===== src/rtl/cond_ctrl_fsm_pkg.sv =====
// ctrl_pkg: shared codes, decode struct and state enum for cond_ctrl_fsm.
package ctrl_pkg;
    localparam logic [1:0] OP_DP  = 2'd0;
    localparam logic [1:0] OP_MEM = 2'd1;
    localparam logic [1:0] OP_BR  = 2'd2;
    localparam logic [1:0] OP_UND = 2'd3;

    localparam logic [3:0] C_EQ = 4'd0,  C_NE = 4'd1,  C_CS = 4'd2,  C_CC = 4'd3;
    localparam logic [3:0] C_MI = 4'd4,  C_PL = 4'd5,  C_VS = 4'd6,  C_VC = 4'd7;
    localparam logic [3:0] C_HI = 4'd8,  C_LS = 4'd9,  C_GE = 4'd10, C_LT = 4'd11;
    localparam logic [3:0] C_GT = 4'd12, C_LE = 4'd13, C_AL = 4'd14, C_NV = 4'd15;

    localparam logic [2:0] ALU_ADD = 3'd0, ALU_SUB = 3'd1, ALU_MUL = 3'd2, ALU_OR  = 3'd3;
    localparam logic [2:0] ALU_LSL = 3'd4, ALU_LSR = 3'd5, ALU_ASR = 3'd6, ALU_ROR = 3'd7;

    localparam logic [3:0] FN_MUL = 4'd0, FN_SUB = 4'd2, FN_ADD = 4'd4, FN_OR = 4'd12, FN_SHIFT = 4'd13;

    localparam int FLAG_Z = 0;
    localparam int FLAG_N = 1;
    localparam int FLAG_C = 2;
    localparam int FLAG_V = 3;

    typedef enum logic [1:0] {S_IDLE, S_EXEC, S_MEM, S_WB} state_t;

    typedef struct packed {
        logic [2:0] alu;
        logic       sel_b;
        logic       sel_dira;
        logic       sel_dest;
        logic [1:0] imm_src;
        logic       undef;
    } dec_t;
endpackage


===== src/rtl/cond_ctrl_fsm_if.sv =====
// cond_ctrl_fsm_if: decode-stage handshake plus datapath control/status bundle.
interface cond_ctrl_fsm_if
    import ctrl_pkg::*;
#(
    parameter int ALU_CTRL_W = 3
);
    logic                  instr_valid;
    logic                  instr_ready;
    logic [3:0]            cond;
    logic [1:0]            op;
    logic [5:0]            funct;
    logic [1:0]            sh;
    logic [3:0]            alu_flags;
    logic                  mem_ack;
    logic [3:0]            flags;
    logic [ALU_CTRL_W-1:0] alu_ctrl;
    logic                  sel_b;
    logic                  sel_dira;
    logic                  sel_dest;
    logic [1:0]            imm_src;
    logic                  reg_wr;
    logic                  pc_wr;
    logic                  mem_req;
    logic                  mem_we;
    logic                  illegal;
    logic                  timeout;

    modport master (
        output instr_valid, cond, op, funct, sh, alu_flags, mem_ack,
        input  instr_ready, flags, alu_ctrl, sel_b, sel_dira, sel_dest, imm_src,
               reg_wr, pc_wr, mem_req, mem_we, illegal, timeout
    );

    modport slave (
        input  instr_valid, cond, op, funct, sh, alu_flags, mem_ack,
        output instr_ready, flags, alu_ctrl, sel_b, sel_dira, sel_dest, imm_src,
               reg_wr, pc_wr, mem_req, mem_we, illegal, timeout
    );
endinterface


===== src/rtl/cond_ctrl_fsm_cond_eval.sv =====
// cond_eval: ARM-style condition field evaluation against {V,C,N,Z}.
module cond_eval
    import ctrl_pkg::*;
(
    input  logic [3:0] cond_i,
    input  logic [3:0] flags_i,
    output logic       pass_o
);
    logic z, n, c, v, base;

    assign z = flags_i[FLAG_Z];
    assign n = flags_i[FLAG_N];
    assign c = flags_i[FLAG_C];
    assign v = flags_i[FLAG_V];

    // even codes test a predicate, odd codes its complement; pair 7 gives AL (14) / NV (15)
    always_comb begin
        base = 1'b1;
        case (cond_i[3:1])
            3'd0:    base = z;
            3'd1:    base = c;
            3'd2:    base = n;
            3'd3:    base = v;
            3'd4:    base = c & ~z;
            3'd5:    base = n ~^ v;
            3'd6:    base = ~z & (n ~^ v);
            default: base = 1'b1;
        endcase
        pass_o = base ^ cond_i[0];
    end
endmodule


===== src/rtl/cond_ctrl_fsm.sv =====
// cond_ctrl_fsm: multi-cycle IDLE/EXEC/MEM/WB control FSM with condition evaluation and owned flags.
// Define SHIFT_EXT_EN to decode ASR/ROR (sh=2/3); otherwise those shifts are undefined.
module cond_ctrl_fsm
    import ctrl_pkg::*;
#(
    parameter int ALU_CTRL_W  = 3,
    parameter int MEM_TIMEOUT = 16,
    parameter int CNT_W       = 5
) (
    input logic            clk,
    input logic            rst_n,
    cond_ctrl_fsm_if.slave bus
);
    state_t           state_q, state_d;
    dec_t             dec, dec_q, dec_d;
    logic [3:0]       cond_q, cond_d, flags_q, flags_d;
    logic [1:0]       op_q, op_d;
    logic             s_q, s_d, pass;
    logic [CNT_W-1:0] cnt_q, cnt_d;
    logic             rdy_q, rdy_d, reg_wr_q, reg_wr_d, pc_wr_q, pc_wr_d;
    logic             mem_req_q, mem_req_d, mem_we_q, mem_we_d;
    logic             illegal_q, illegal_d, timeout_q, timeout_d;

    cond_eval u_cond_eval (.cond_i(cond_q), .flags_i(flags_q), .pass_o(pass));

    // decode incoming fields; captured at handshake so selects are stable from EXEC onward
    always_comb begin
        dec = '0;
        case (bus.op)
            OP_DP: begin
                dec.sel_b = bus.funct[5];
                case (bus.funct[4:1])
                    FN_MUL: begin
                        dec.alu      = ALU_MUL;
                        dec.sel_dira = 1'b1;
                        dec.sel_dest = 1'b1;
                    end
                    FN_SUB:   dec.alu = ALU_SUB;
                    FN_ADD:   dec.alu = ALU_ADD;
                    FN_OR:    dec.alu = ALU_OR;
`ifdef SHIFT_EXT_EN
                    FN_SHIFT: dec.alu = {1'b1, bus.sh};
`else
                    FN_SHIFT: begin
                        dec.alu   = {1'b1, bus.sh};
                        dec.undef = bus.sh[1];
                    end
`endif
                    default:  dec.undef = 1'b1;
                endcase
            end
            OP_MEM: begin
                dec.alu      = ALU_ADD;
                dec.imm_src  = 2'd1;
                dec.sel_dest = 1'b1;
            end
            OP_BR: begin
                dec.sel_b   = 1'b1;
                dec.imm_src = 2'd2;
            end
            default: dec.undef = 1'b1;
        endcase
        if (dec.undef) begin
            dec       = '0;
            dec.undef = 1'b1;
        end
    end

    // next state and next registered outputs; strobes are derived from the state being entered
    always_comb begin
        state_d   = state_q;
        dec_d     = dec_q;
        cond_d    = cond_q;
        op_d      = op_q;
        s_d       = s_q;
        flags_d   = flags_q;
        cnt_d     = cnt_q;
        pc_wr_d   = 1'b0;
        illegal_d = 1'b0;
        timeout_d = 1'b0;
        case (state_q)
            S_IDLE: begin
                if (bus.instr_valid && rdy_q) begin
                    state_d = S_EXEC;
                    dec_d   = dec;
                    cond_d  = bus.cond;
                    op_d    = bus.op;
                    s_d     = bus.funct[0];
                end
            end
            S_EXEC: begin
                state_d = S_IDLE;
                cnt_d   = '0;
                if (pass && dec_q.undef) begin
                    illegal_d = 1'b1;
                end else if (pass) begin
                    case (op_q)
                        OP_DP: begin
                            state_d = S_WB;
                            flags_d = s_q ? bus.alu_flags : flags_q;
                        end
                        OP_MEM:  state_d = S_MEM;
                        default: pc_wr_d = 1'b1;
                    endcase
                end
            end
            S_MEM: begin
                cnt_d = cnt_q + CNT_W'(1);
                if (bus.mem_ack) begin
                    state_d = s_q ? S_WB : S_IDLE;
                end else if (cnt_q == CNT_W'(MEM_TIMEOUT - 1)) begin
                    state_d   = S_IDLE;
                    timeout_d = 1'b1;
                end
            end
            default: state_d = S_IDLE;
        endcase
        rdy_d     = state_d == S_IDLE;
        reg_wr_d  = state_d == S_WB;
        mem_req_d = state_d == S_MEM;
        mem_we_d  = mem_req_d && !s_q;
    end

    // state and output registers; async reset aborts any instruction in flight
    always_ff @(posedge clk or negedge rst_n) begin
        if (!rst_n) begin
            state_q   <= S_IDLE;
            dec_q     <= '0;
            cond_q    <= '0;
            op_q      <= '0;
            s_q       <= 1'b0;
            flags_q   <= '0;
            cnt_q     <= '0;
            rdy_q     <= 1'b0;
            reg_wr_q  <= 1'b0;
            pc_wr_q   <= 1'b0;
            mem_req_q <= 1'b0;
            mem_we_q  <= 1'b0;
            illegal_q <= 1'b0;
            timeout_q <= 1'b0;
        end else begin
            state_q   <= state_d;
            dec_q     <= dec_d;
            cond_q    <= cond_d;
            op_q      <= op_d;
            s_q       <= s_d;
            flags_q   <= flags_d;
            cnt_q     <= cnt_d;
            rdy_q     <= rdy_d;
            reg_wr_q  <= reg_wr_d;
            pc_wr_q   <= pc_wr_d;
            mem_req_q <= mem_req_d;
            mem_we_q  <= mem_we_d;
            illegal_q <= illegal_d;
            timeout_q <= timeout_d;
        end
    end

    assign bus.instr_ready = rdy_q;
    assign bus.flags       = flags_q;
    assign bus.alu_ctrl    = ALU_CTRL_W'(dec_q.alu);
    assign bus.sel_b       = dec_q.sel_b;
    assign bus.sel_dira    = dec_q.sel_dira;
    assign bus.sel_dest    = dec_q.sel_dest;
    assign bus.imm_src     = dec_q.imm_src;
    assign bus.reg_wr      = reg_wr_q;
    assign bus.pc_wr       = pc_wr_q;
    assign bus.mem_req     = mem_req_q;
    assign bus.mem_we      = mem_we_q;
    assign bus.illegal     = illegal_q;
    assign bus.timeout     = timeout_q;
endmodule


===== src/flat_wrapper.sv =====
// flat-port wrapper written by rule: the top's interface ports become plain ports
module cond_ctrl_fsm_flat import ctrl_pkg::*;
#(
    parameter int ALU_CTRL_W  = 3,
    parameter int MEM_TIMEOUT = 16,
    parameter int CNT_W       = 5
)
  (clk, rst_n, bus_instr_valid, bus_cond, bus_op, bus_funct, bus_sh, bus_alu_flags, bus_mem_ack, bus_instr_ready, bus_flags, bus_alu_ctrl, bus_sel_b, bus_sel_dira, bus_sel_dest, bus_imm_src, bus_reg_wr, bus_pc_wr, bus_mem_req, bus_mem_we, bus_illegal, bus_timeout);
  cond_ctrl_fsm_if #(.ALU_CTRL_W(ALU_CTRL_W)) bus_i ();
  input logic clk;
  input logic rst_n;
  input wire logic [$bits(bus_i.instr_valid)-1:0] bus_instr_valid;
  input wire logic [$bits(bus_i.cond)-1:0] bus_cond;
  input wire logic [$bits(bus_i.op)-1:0] bus_op;
  input wire logic [$bits(bus_i.funct)-1:0] bus_funct;
  input wire logic [$bits(bus_i.sh)-1:0] bus_sh;
  input wire logic [$bits(bus_i.alu_flags)-1:0] bus_alu_flags;
  input wire logic [$bits(bus_i.mem_ack)-1:0] bus_mem_ack;
  output wire logic [$bits(bus_i.instr_ready)-1:0] bus_instr_ready;
  output wire logic [$bits(bus_i.flags)-1:0] bus_flags;
  output wire logic [$bits(bus_i.alu_ctrl)-1:0] bus_alu_ctrl;
  output wire logic [$bits(bus_i.sel_b)-1:0] bus_sel_b;
  output wire logic [$bits(bus_i.sel_dira)-1:0] bus_sel_dira;
  output wire logic [$bits(bus_i.sel_dest)-1:0] bus_sel_dest;
  output wire logic [$bits(bus_i.imm_src)-1:0] bus_imm_src;
  output wire logic [$bits(bus_i.reg_wr)-1:0] bus_reg_wr;
  output wire logic [$bits(bus_i.pc_wr)-1:0] bus_pc_wr;
  output wire logic [$bits(bus_i.mem_req)-1:0] bus_mem_req;
  output wire logic [$bits(bus_i.mem_we)-1:0] bus_mem_we;
  output wire logic [$bits(bus_i.illegal)-1:0] bus_illegal;
  output wire logic [$bits(bus_i.timeout)-1:0] bus_timeout;
  assign bus_i.instr_valid = bus_instr_valid;
  assign bus_i.cond = bus_cond;
  assign bus_i.op = bus_op;
  assign bus_i.funct = bus_funct;
  assign bus_i.sh = bus_sh;
  assign bus_i.alu_flags = bus_alu_flags;
  assign bus_i.mem_ack = bus_mem_ack;
  assign bus_instr_ready = bus_i.instr_ready;
  assign bus_flags = bus_i.flags;
  assign bus_alu_ctrl = bus_i.alu_ctrl;
  assign bus_sel_b = bus_i.sel_b;
  assign bus_sel_dira = bus_i.sel_dira;
  assign bus_sel_dest = bus_i.sel_dest;
  assign bus_imm_src = bus_i.imm_src;
  assign bus_reg_wr = bus_i.reg_wr;
  assign bus_pc_wr = bus_i.pc_wr;
  assign bus_mem_req = bus_i.mem_req;
  assign bus_mem_we = bus_i.mem_we;
  assign bus_illegal = bus_i.illegal;
  assign bus_timeout = bus_i.timeout;
  cond_ctrl_fsm #(.ALU_CTRL_W(ALU_CTRL_W), .MEM_TIMEOUT(MEM_TIMEOUT), .CNT_W(CNT_W)) u_core (.clk(clk), .rst_n(rst_n), .bus(bus_i));
endmodule

===== config.mk =====
export PLATFORM = sky130hd
export DESIGN_NAME = cond_ctrl_fsm_flat
export DESIGN_NICKNAME = d
export VERILOG_FILES = /design/src/rtl/cond_ctrl_fsm_pkg.sv /design/src/rtl/cond_ctrl_fsm_if.sv /design/src/rtl/cond_ctrl_fsm_cond_eval.sv /design/src/rtl/cond_ctrl_fsm.sv /design/src/flat_wrapper.sv
export SDC_FILE = /design/constraint.sdc
export NUM_CORES = 1
export LEC_CHECK = 0
export CAP_MARGIN = 20
export CORE_ASPECT_RATIO = 1.75
export CORE_MARGIN = 4
export CORE_UTILIZATION = 35
export DETAILED_ROUTE_END_ITERATION = 10
export PLACE_DENSITY = 0.7
export SLEW_MARGIN = 10
export SYNTH_ARGS = -nofsm -noshare
export SYNTH_HDL_FRONTEND = slang
export SYNTH_SLANG_ARGS = --single-unit

===== constraint.sdc =====
create_clock -name clk -period 2.7 [get_ports clk]
set_clock_uncertainty 0.05 [all_clocks]
set_input_delay 0.405 -clock clk [delete_from_list [all_inputs] [get_ports clk]]
set_output_delay 0.405 -clock clk [all_outputs]
set_load 0.01 [all_outputs]

==> reports/results.tsv <==
metric	value	unit
synthToLayoutAreaGrowth	30.63	%
syn-num-nets	186	
crit_type	flip-flop to flip-flop	
synth-edff-count	0	
drt-total-wl	3.236	mm
antenna_found_initial	0	
post-place-ws	391.7	ps
start_util	35.99	%
outcome	finished, final reports clean	
synthTopCellsByArea	dfrtp_1 (51%), mux2_2 (8.0%), ha_1 (6.7%)	
hold_viol_final	0	
fin_crit_sh	84.78	%
htreeDepth	2	
core_area	4666	um^2
postRouteAntennaNets	0	
gp_congestion	0.8430	
cp.required	2830	ps
die-area	6013	um^2
drc_errors	0	
async_flop_share	100.0	%
yosysUniqueCellTypes	36	
min_period	2289	ps
first_iter_violations	21	
relSlewSlack	60.95	%
worstPathMaxFanout	5	
synth_warnings	0	
setup_viol	0	
first_pass_iters	4	
antenna_cells	0	
postCtsHoldBufs	0	
cts_setup_buffers	0	
synthCells	155	
portBuffers	40	
endpoint_kind	flip-flop	
io_pins	41	
worst_slack	410.9	ps
fp.dieH	99.63	um
cts_tree	done	
die_w	60.36	um
clk_latency	280	ps
via_per_inst	5.093	
fin_nets	227	
cap_violations	0	
dp_hpwl	2.511	mm
overflow	0	
synth_largest_area_cell	dfrtp_1	
cp.arrival	2420	ps
syn_area	1679	um^2
tightest_slew	585.8	ps
grt_usage	12.35	%
wl_per_cell	13.10	um
seq_area_frac_synth	50.67	%
clock_path_buffers	2	
vias	1258	
synth_top_flop_cell	dfrtp_1	
ir_drop	0.4473	mV
hp-class	flip-flop to flip-flop	
clkSlewWorstSetupHoldPaths	60	ps
syn_avg_cell_area	10.83	um^2
ys_ff_latch	34	
leakage	0.9563	nW
design_power_total	1.974	mW
report.final.slew_viol_count	0	
drive_gt1_share	12.82	%
root_buffer	clkbuf_8	
grt_first_pass_wirelength	5.595	mm
cts.sinks	34	
rows	33	
tns	0	ps
rsz0062_at_grt	false	
fmax	436.9	MHz
grt_max_degree	35	
synth_top_area_share	50.67	%
grt_pass1_vias	1302	
start_kind	flip-flop	
ctsResizeCount	0	
power_density	900.0	nW/um^2
cts_buffers	5	
-- worst max-delay path, cell delays in order (launching register included) --
cell and delay [ps]:
dfrtp_1 410, xnor2_1 220, nor3_1 70, o32a_2 390, xnor2_1 180, a222oi_1 580, nor4b_2 310
-- state kept, by name, indices dropped and copies added, names as in the netlist, 2 cells and up --
register / flops
u_core.cnt_q: 5
u_core.bus.flags: 4
u_core.cond_q: 4
u_core.bus.alu_ctrl: 3
u_core.bus.imm_src: 2
u_core.op_q: 2
u_core.state_q: 2
-- per-stage QoR --
stage | util, % | hold WS (ps) | cell area, um^2 | instances
2_1_floorplan | - | 59.41 | 1679 | 155
3_3_place_gp | 45.24 | 414.9 | 2111 | 241
3_5_place_dp | 45.24 | 413.6 | 2111 | 241
4_1_cts | 47.01 | 436.7 | 2193 | 247
5_1_grt | 47.01 | 453.8 | 2193 | 247
6_report | 47.01 | 432.8 | 2193 | 247
-- cell usage in the layout (no fill, tap or decap), types with 4 or more instances in the layout --
| cell type | instances |
|---|---|
| clkdlybuf4s50_1 | 40 |
| dfrtp_1 | 34 |
| nand2_1 | 15 |
| mux2_2 | 12 |
| inv_1 | 11 |
| nor2_1 | 10 |
| o21ai_0 | 9 |
| ha_1 | 9 |
| a21oi_1 | 6 |
| clkbuf_8 | 6 |
| nand3_1 | 5 |
| nor3_1 | 4 |
| o31ai_1 | 4 |
-- synth_stat cells (all sizes together) (2+ instances only) --
master and number:
nand3 5, nor2 10, dfrtp 34, inv 11
clkbuf 3, and3 2, nand2b 2, buf 5
nor3 4, xnor2 2, a21oi 6, o21ai 9
mux2 12, nor3b 3, o31ai 4, ha 9
and4b 2, nand2 15
-- power by group --
part / internal (mW) / switching [mW]
clock network: 0.196 / 0.163
registers: 0.679 / 0.138
logic: 0.452 / 0.346
-- cells by family (layout without fill, tap and decap cells) --
logic type	Yosys count	in the layout	share of synthesized area, %
AOI/OAI and AO/OA	29	29	11.25
xor gates and xnor gates	3	3	1.565
adders and majority gates	9	9	6.707
buffers and inverters	19	59	5.365
DFF	34	34	50.67
muxes	14	14	9.985
and+or+nand+nor	47	47	14.46
-- area by class of cell --
cell class,count,area [um^2]
Fill cell,447,2472
Sequential cell,34,850.8
Multi-Input combinational cell,102,738.2
Timing Repair Buffer,42,415.4
Clock buffer,6,82.58
Tap cell,52,65.06
Inverter,11,41.29
-- final timing paths --
kind                                      from             endpoint  slack [ps]  depth (start not counted)
hold / removal             u_core.bus.sel_dest  u_core.bus.sel_dest         430                          2
max in group asynchronous                rst_n     u_core.cond_q[1]        1820                          2
setup / recovery           u_core.bus.flags[1]    u_core.bus.mem_we         410                          6
min in group asynchronous                rst_n    u_core.bus.reg_wr         480                          2
setup reg to reg           u_core.bus.flags[1]    u_core.bus.mem_we         410                          6
hold reg to reg            u_core.bus.sel_dest  u_core.bus.sel_dest         430                          2
-- metal layers --
| metal | up-vias | wire length [um] | track usage [%] |
|---|---|---|---|
| met5 | - | 0 | 0 |
| met3 | 8 | 131 | 2.597 |
| met2 | 28 | 1787 | 21.75 |
| met1 | 606 | 1208 | 12.55 |
| li1 | 616 | - | - |
| met4 | 0 | 108 | 7.679 |
Power figures use the tool's default switching activity.
